[config.mk]
export PLATFORM = sky130hd
export DESIGN_NAME = fp_round_pack
export DESIGN_NICKNAME = d
export VERILOG_FILES = /design/src/rtl/fp8_pkg.sv /design/src/rtl/fp_round_core.sv /design/src/rtl/fp_round_pack.sv
export SDC_FILE = /design/constraint.sdc
export NUM_CORES = 1
export LEC_CHECK = 0
export CORE_ASPECT_RATIO = 0.7
export CORE_UTILIZATION = 40
export DETAILED_ROUTE_END_ITERATION = 8
export HOLD_SLACK_MARGIN = 0.05
export MAX_ROUTING_LAYER = met4
export PLACE_DENSITY = 0.69
export SLEW_MARGIN = 25
export SYNTH_ARGS = -nofsm -noshare
export SYNTH_HDL_FRONTEND = slang
export SYNTH_HIERARCHICAL = 1
export SYNTH_SLANG_ARGS = --single-unit
[constraint.sdc]
create_clock -name clk -period 2.3 [get_ports clk]
set_clock_uncertainty 0.1 [all_clocks]
set_input_delay 0.345 -clock clk [delete_from_list [all_inputs] [get_ports clk]]
set_output_delay 0.345 -clock clk [all_outputs]
set_load 0.05 [all_outputs]
[src/rtl/fp8_pkg.sv]
// Shared 8-bit float format: field widths, limits, bit offsets and the payload structs
// exchanged between the rounding core and the pack stage.
package fp8_pkg;

  localparam int unsigned EXP_W = 3;
  localparam int unsigned SIG_W = 4;
  localparam int unsigned FP_W  = 1 + EXP_W + SIG_W;

  localparam logic [EXP_W-1:0] EXP_MAX    = 3'd7;
  localparam logic [SIG_W-1:0] SIG_MAX    = 4'hF;
  localparam logic [SIG_W-1:0] SIG_RENORM = 4'h8;

  localparam int unsigned FP_SIG_LSB  = 0;
  localparam int unsigned FP_EXP_LSB  = SIG_W;
  localparam int unsigned FP_SIGN_BIT = EXP_W + SIG_W;

  typedef struct packed {
    logic [EXP_W-1:0] exp;
    logic [SIG_W-1:0] sig;
    logic             fifth;
  } round_in_t;

  typedef struct packed {
    logic [EXP_W-1:0] exp;
    logic [SIG_W-1:0] sig;
    logic             sat;
  } round_out_t;

  // Place sign, exponent and significand at their packed-float offsets.
  function automatic logic [FP_W-1:0] fp_pack(input logic             sign,
                                              input logic [EXP_W-1:0] exp,
                                              input logic [SIG_W-1:0] sig);
    logic [FP_W-1:0] r;
    r                         = '0;
    r[FP_SIGN_BIT]            = sign;
    r[FP_EXP_LSB +: EXP_W]    = exp;
    r[FP_SIG_LSB +: SIG_W]    = sig;
    return r;
  endfunction

endpackage

[src/rtl/fp_round_core.sv]
// Half-up rounding of a truncated significand using the first dropped bit,
// with renormalisation on significand carry-out and clamping at the top exponent.
module fp_round_core
  import fp8_pkg::*;
(
  input  round_in_t  din,
  output round_out_t dout_c
);

  always_comb begin
    dout_c.exp = din.exp;
    dout_c.sig = din.sig;
    dout_c.sat = 1'b0;
    if (din.fifth) begin
      if (din.sig != SIG_MAX) begin
        dout_c.sig = din.sig + SIG_W'(1);
      end else if (din.exp != EXP_MAX) begin
        // Carry out of the significand: shift back to 1.000 and bump the exponent.
        dout_c.sig = SIG_RENORM;
        dout_c.exp = din.exp + EXP_W'(1);
      end else begin
        dout_c.sig = SIG_MAX;
        dout_c.exp = EXP_MAX;
        dout_c.sat = 1'b1;
      end
    end
  end

endmodule

[src/rtl/fp_round_pack.sv]
// Rounding and packing stage: two-register valid/ready pipeline emitting packed 8-bit
// floats, plus saturating round-up and overflow-clamp statistics counters.
module fp_round_pack
  import fp8_pkg::*;
#(
  parameter int unsigned CNT_W = 8
) (
  input  logic             clk,
  input  logic             rst,
  input  logic             in_valid,
  output logic             in_ready,
  input  logic             in_sign,
  input  logic [EXP_W-1:0] in_exp,
  input  logic [SIG_W-1:0] in_sig,
  input  logic             in_fifth,
  output logic             out_valid,
  input  logic             out_ready,
  output logic [FP_W-1:0]  fp_out,
  input  logic             clr_stats,
  output logic [CNT_W-1:0] round_cnt,
  output logic [CNT_W-1:0] sat_cnt
);

  localparam logic [CNT_W-1:0] CNT_MAX = '1;

  logic            s1_valid;
  logic [FP_W-1:0] s1_fp;
  logic            adv1;
  logic            adv2;
  logic            accept;
  round_in_t       rin;
  round_out_t      rout;

  assign adv2     = !out_valid || out_ready;
  assign adv1     = s1_valid && adv2;
  assign in_ready = !rst && (!s1_valid || adv2);
  assign accept   = in_valid && in_ready;

  assign rin.exp   = in_exp;
  assign rin.sig   = in_sig;
  assign rin.fifth = in_fifth;

  fp_round_core u_core (
    .din    (rin),
    .dout_c (rout)
  );

  // S1 holds the rounded token; S2 (fp_out) only moves when downstream can take it.
  always_ff @(posedge clk) begin
    if (rst) begin
      s1_valid  <= 1'b0;
      s1_fp     <= '0;
      out_valid <= 1'b0;
      fp_out    <= '0;
    end else begin
      if (adv2) begin
        out_valid <= s1_valid;
        if (s1_valid) begin
          fp_out <= s1_fp;
        end
      end
      if (accept) begin
        s1_valid <= 1'b1;
        s1_fp    <= fp_pack(in_sign, rout.exp, rout.sig);
      end else if (adv1) begin
        s1_valid <= 1'b0;
      end
    end
  end

  // Statistics stick at all-ones; a clear beats a same-cycle increment.
  always_ff @(posedge clk) begin
    if (rst || clr_stats) begin
      round_cnt <= '0;
      sat_cnt   <= '0;
    end else begin
      if (accept && in_fifth && (round_cnt != CNT_MAX)) begin
        round_cnt <= round_cnt + CNT_W'(1);
      end
      if (accept && rout.sat && (sat_cnt != CNT_MAX)) begin
        sat_cnt <= sat_cnt + CNT_W'(1);
      end
    end
  end

endmodule

==> impl_metrics.json, run 1 <==
{
  "switching_share": 0.247,
  "cts_setup_buffers": 0,
  "pwr_density_cell_nw_per_um2": 527,
  "wl_mm": 3.81,
  "gr-total-overflow": 0,
  "final_area_um2": 2330,
  "max_slew_margin": 0.651,
  "clk_pin_slew_ns": 0.06,
  "power_frac_seq": 0.502,
  "die_h_um": 56.5,
  "min_period_over_period": 0.943,
  "ys_seq_area_frac": 0.402,
  "start_kind": "primary input",
  "worst_ep_required_time_ns": 2.36,
  "ant_nets": 0,
  "die_w_um": 79.8,
  "p_leak_uw": 0.000889,
  "slew_violations": 0,
  "grt_util_all_layers": 0.188,
  "r2r-start": "round_cnt[0]",
  "place_area_um2": 2240,
  "nFillCells": 360,
  "initial_utilization": 0.424,
  "hp-start": "s1_fp[6]",
  "num_rows": 19,
  "netlist.area_leader.share": 0.402,
  "netlist_instances": 196,
  "cts_tree": "yes",
  "ios": 40,
  "worstSetupPathType": "primary input to register",
  "num_antenna_cells": 0,
  "wl_per_cell_um": 12.5,
  "dp_hpwl_mm": 2.81,
  "path_max_fanout": 6,
  "routed_via_density": 5.35,
  "p_switching_uw": 304,
  "clock_sinks": 34,
  "fp.dieArea_um2": 4500,
  "root_buffer": "clkbuf_8",
  "status": "completed",
  "yosysWarnings": 6,
  "max_slew.worst_pin.slew_ns": 0.522,
  "grt_max_degree": 17,
  "setup.worst_path.end_class": "register",
  "detailroute.via_count": 1626,
  "period_minus_slack_ns": 2.17,
  "final_cells": 304,
  "power.internal_uw": 926,
  "cp.arrival_ns": 2.23,
  "synthesis.area_um2": 1690,
  "p_clk_frac": 0.368,
  "worstSetupStartpoint": "in_sig[1]",
  "areaGrowthSynthToFinish_pct": 37.7,
  "grt_pass1_vias": 1351,
  "synth-seq-cells": 34,
  "hold_viol": 0,
  "drtIter0Drc": 74,
  "timing.setup.tns_ns": 0,
  "design.core.area_um2": 3990,
  "grt_antenna_before_repair": 0,
  "clk_latency_ns": 0.29,
  "comb_power_share": 0.130,
  "utilization": 0.584,
  "cts_buffers": 5,
  "max_freq_mhz": 461,
  "place.gp.congestion": 0.853,
  "syn_avg_cell_area_um2": 8.64,
  "port-buffer-count": 39,
  "total_power_uw": 1230,
  "synth_area_leader_cell": "dfxtp_1",
  "drtPass1Iterations": 4,
  "multi_input_area_um2": 946,
  "drive_above_1_share": 0.139,
  "htree_levels": 2,
  "hold_path.class": "register to register",
  "rsz0062_at_grt": "false",
  "nets": 269,
  "synth_cell_types": 42,
  "drc": 0,
  "drv_cap": 0,
  "irDropWorstVdd_mv": 0.274,
  "setup_viol": 0,
  "seq_area_um2": 681,
  "grt_pass1_wl_mm": 6.13,
  "place_inst": 296,
  "synth_nets": 214,
  "cts_max_path_buffers": 2,
  "synth_area_leaders": "dfxtp_1, mux2i_1, a21oi_1"
}
[through the flow]
step | hold slack (ns) | worst slack (ns)
detailed placement | 0.361 | -0.185
global placement | 0.360 | -0.148
finish | 0.373 | 0.131
global route | 0.393 | 0.0165
floorplan | 0.348 | 0.230
CTS | 0.375 | 0.120
[worst max-delay path, stage by stage]
cell and delay [ns]:
clkdlybuf4s50_1 0.49, ha_1 0.19, nand4_2 0.10, nor2_2 0.14, and3b_1 0.19, nand2_1 0.14, buf_4 0.18, o311ai_0 0.32
o41ai_1 0.13
[registers in the layout, indices dropped and copies added (netlist names)]
signal and cells:
fp_out 8, out_valid 1, s1_fp 8, sat_cnt 8
s1_valid 1, round_cnt 8
[Yosys cell counts]
cell and number:
a311o_2 1, ha_1 4, nor2_1 17, and4_1 3, nand3b_1 2, o21ai_2 1, a21oi_2 1, nand2_1 19
and2_1 4, nor3b_1 1, clkbuf_2 1, buf_2 1, o41ai_1 3, mux2_2 1, nand4_1 3, and3b_1 3
or4_1 5, nand2b_1 8, nand3_2 1, or3_1 4, o31ai_1 4, or2_2 1, mux2_4 1, mux2i_1 10
nand4_2 1, clkbuf_1 4, o311ai_0 2, o2111a_1 1, dfxtp_1 34, and4b_1 1, a31o_2 1, o21bai_1 1
and3_1 2, nor3_1 2, o21ai_0 13, nor2b_1 2, a21oi_1 16, inv_1 6, buf_6 2, a311oi_1 1
nand3_1 6, nor4_1 2
[power groups by stage]
stage | Combinational (µW) | Sequential (µW) | Clock [µW]
6_report | 160 | 617 | 452
5_1_grt | 176 | 619 | 493
4_1_cts | 161 | 617 | 466
3_5_place_dp | 161 | 630 | 0
3_3_place_gp | 159 | 630 | 0
2_1_floorplan | 70.1 | 648 | 0
[area by class of cell]
type / count / share of cell area
flip-flops and latches: 34 / 0.292
multi-input cells: 148 / 0.405
clock inverters: 1 / 0.00214
inverters: 6 / 0.00965
repair buffers: 56 / 0.226
well taps: 52 / 0.0279
clock buffers: 7 / 0.0370
[cell families (layout without fill, tap and decap cells)]
kind of cell	Yosys count	in the layout	synth area share
AO/OA/AOI/OAI	45	45	0.168
AND/OR/NAND/NOR	87	87	0.285
multiplexers	12	12	0.0746
buffers and inverters	14	70	0.0413
adder cells (fa/ha/maj)	4	4	0.0295
flip-flops	34	34	0.402
[metal layers]
metal | global-route usage | share of wire
met5 | - | 0
met4 | 0.0969 | 0.023
met3 | 0.0699 | 0.069
met2 | 0.247 | 0.41
met1 | 0.247 | 0.50
[timing repair]
action / in CTS / in global routing
setup endpoints to repair: 0 / 4
hold buffers: 0 / 0
resized for setup: 0 / 1
[path summary, 6_finish.rpt]
check                 endpoint  cells past startpoint  slack (ns)
hold / removal        s1_fp[6]                      2        0.37
setup reg to reg  round_cnt[3]                      5        0.39
hold reg to reg       s1_fp[6]                      2        0.37
setup / recovery    sat_cnt[2]                      9        0.13
[layout by cell type, fill, tap and decap left out, types with 2 or more instances in the layout]
master            n
nand3_1           6
nor2b_1           2
o41ai_1           3
buf_4            17
nand4_1           3
o311ai_0          2
nand2_1          19
nand3b_1          2
and3b_1           3
clkdlybuf4s50_1  38
or4_1             5
or3_1             4
and2_1            4
nor3_1            2
clkbuf_8          6
nor2_1           16
nand2b_1          8
a21oi_1          16
and4_1            3
ha_1              4
o31ai_1           4
nor4_1            2
mux2i_1          10
inv_1             6
and3_1            2
o21ai_0          13
dfxtp_1          34
No activity file was read; power rests on OpenSTA's default activity.
==> run 2: changes to the inputs <==
--- a/config.mk
+++ b/config.mk
@@ -18 +18,2 @@
 export SYNTH_SLANG_ARGS = --single-unit
+export TNS_END_PERCENT = 10
--- a/constraint.sdc
+++ b/constraint.sdc
@@ -4,2 +4,2 @@
 set_output_delay 0.345 -clock clk [all_outputs]
-set_load 0.05 [all_outputs]
+set_load 0.01 [all_outputs]
==> impl_metrics.json, run 2 (same netlist as run 1, synthesis figures left out) <==
{
  "ios": 40,
  "setup.worst_path.end_class": "output pin",
  "die_h_um": 56.5,
  "place_area_um2": 2260,
  "comb_power_share": 0.113,
  "grt_antenna_before_repair": 0,
  "worst_path_most_repeated_cell": "clkdlybuf4s50_1",
  "clk_latency_ns": 0.28,
  "grt-busiest-layer": "met2",
  "cts_setup_buffers": 0,
  "p_leak_uw": 0.000912,
  "clock_sinks": 34,
  "ant_nets": 0,
  "drc": 0,
  "worst_ep_required_time_ns": 1.86,
  "grt_util_all_layers": 0.194,
  "cts_buffers": 5,
  "path_cells": "clkdlybuf4s50_1 > and3b_1 > nor2_1 > clkdlybuf4s50_1",
  "die_w_um": 79.8,
  "port-buffer-count": 39,
  "worstSetupPathType": "primary input to output pin",
  "clk_pin_slew_ns": 0.07,
  "slew_violations": 0,
  "period_minus_slack_ns": 2.24,
  "switching_share": 0.226,
  "p_clk_frac": 0.403,
  "post-place-ws_ns": -0.158,
  "final_cell_mix": "clkdlybuf4s50_1, dfxtp_1, buf_4, nand2_1, nor2_1",
  "wl_per_cell_um": 12.8,
  "cts_resized": 0,
  "detailroute.via_count": 1593,
  "grt_pass1_wl_mm": 6.60,
  "gr-usage-met1": 0.268,
  "mostFrequentLayoutCell": "clkdlybuf4s50_1",
  "max_freq_mhz": 446,
  "final_cells": 308,
  "drtPass1Iterations": 4,
  "power.internal_uw": 989,
  "max_stage_delay_ns": 0.56,
  "final_area_um2": 2370,
  "cp.arrival_ns": 1.80,
  "root_buffer": "clkbuf_8",
  "critPathBufInv": 2,
  "drive_above_1_share": 0.152,
  "initial_utilization": 0.424,
  "start_kind": "primary input",
  "rsz0062_at_grt": "false",
  "place.gp.congestion": 0.837,
  "path_max_fanout": 4,
  "htree_levels": 2,
  "cpLargestDelayFamily": "buffers and inverters",
  "critPathSlowestCell": "clkdlybuf4s50_1",
  "min_period_over_period": 0.975,
  "num_rows": 19,
  "design.core.area_um2": 3990,
  "setup_viol": 0,
  "drv_cap": 0,
  "fp.dieArea_um2": 4500,
  "power_frac_seq": 0.484,
  "fin_ws_ns": 0.0566,
  "hold_path.class": "register to register",
  "place_inst": 300,
  "wl_mm": 3.93,
  "status": "completed",
  "dp_hpwl_mm": 2.87,
  "gr-usage-met2": 0.276,
  "gr-total-overflow": 0,
  "p_switching_uw": 288,
  "hold_buffers": 0,
  "routed_via_density": 5.17,
  "cts_max_path_buffers": 2,
  "total_power_uw": 1280,
  "irDropWorstVdd_mv": 0.308,
  "cts_tree": "yes",
  "drtIter0Drc": 67,
  "max_slew_margin": 0.677,
  "r2r_slack_ns": 0.39,
  "max_slew.worst_pin.slew_ns": 0.482,
  "grt_pass1_vias": 1445,
  "areaGrowthSynthToFinish_pct": 40.0,
  "pwr_density_cell_nw_per_um2": 538,
  "nets": 273,
  "use_met3": 0.0504,
  "utilization": 0.594,
  "num_antenna_cells": 0,
  "hold_viol": 0,
  "grt_max_degree": 17
}
run 2: final cells by class:
cell class / count / area, µm²
Clock buffer: 8 / 110
Tap cell: 52 / 65.1
Sequential cell: 34 / 681
Inverter: 6 / 22.5
Fill cell: 367 / 1620
Multi-Input combinational cell: 148 / 946
Timing Repair Buffer: 60 / 548
run 2: final timing paths:
kind,from,to,cells after the start
setup / recovery,out_ready,in_ready,4
hold / removal,s1_fp[6],s1_fp[6],2
setup reg to reg,round_cnt[0],round_cnt[3],5
hold reg to reg,s1_fp[6],s1_fp[6],2
run 2: layer usage:
layer / vias up / wire [µm]
li1: 838 / -
met1: 720 / 2060
met2: 31 / 1690
met3: 4 / 152
met4: 0 / 34
met5: - / 0
run 2: stage by stage:
stage          hold slack, ns  setup TNS [ns]
2_1_floorplan           0.348               0
3_3_place_gp            0.363          -0.588
3_5_place_dp            0.368          -0.780
4_1_cts                 0.379               0
5_1_grt                 0.391               0
6_report                0.375               0
run 2: tightest hold or removal path: cells and delay by family, from the launching register on:
| family | cells | cell delay (ns) |
|---|---|---|
| simple gates | 1 | 0.06 |
| compound gates | 1 | 0.06 |
| flops | 1 | 0.31 |
run 2: power by group through the flow:
stage	combinational (µW)	clock, µW	sequential, µW
6_report	145	515	618
2_1_floorplan	67.0	0	631
3_5_place_dp	144	0	631
3_3_place_gp	142	0	630
4_1_cts	145	527	618
5_1_grt	159	555	619
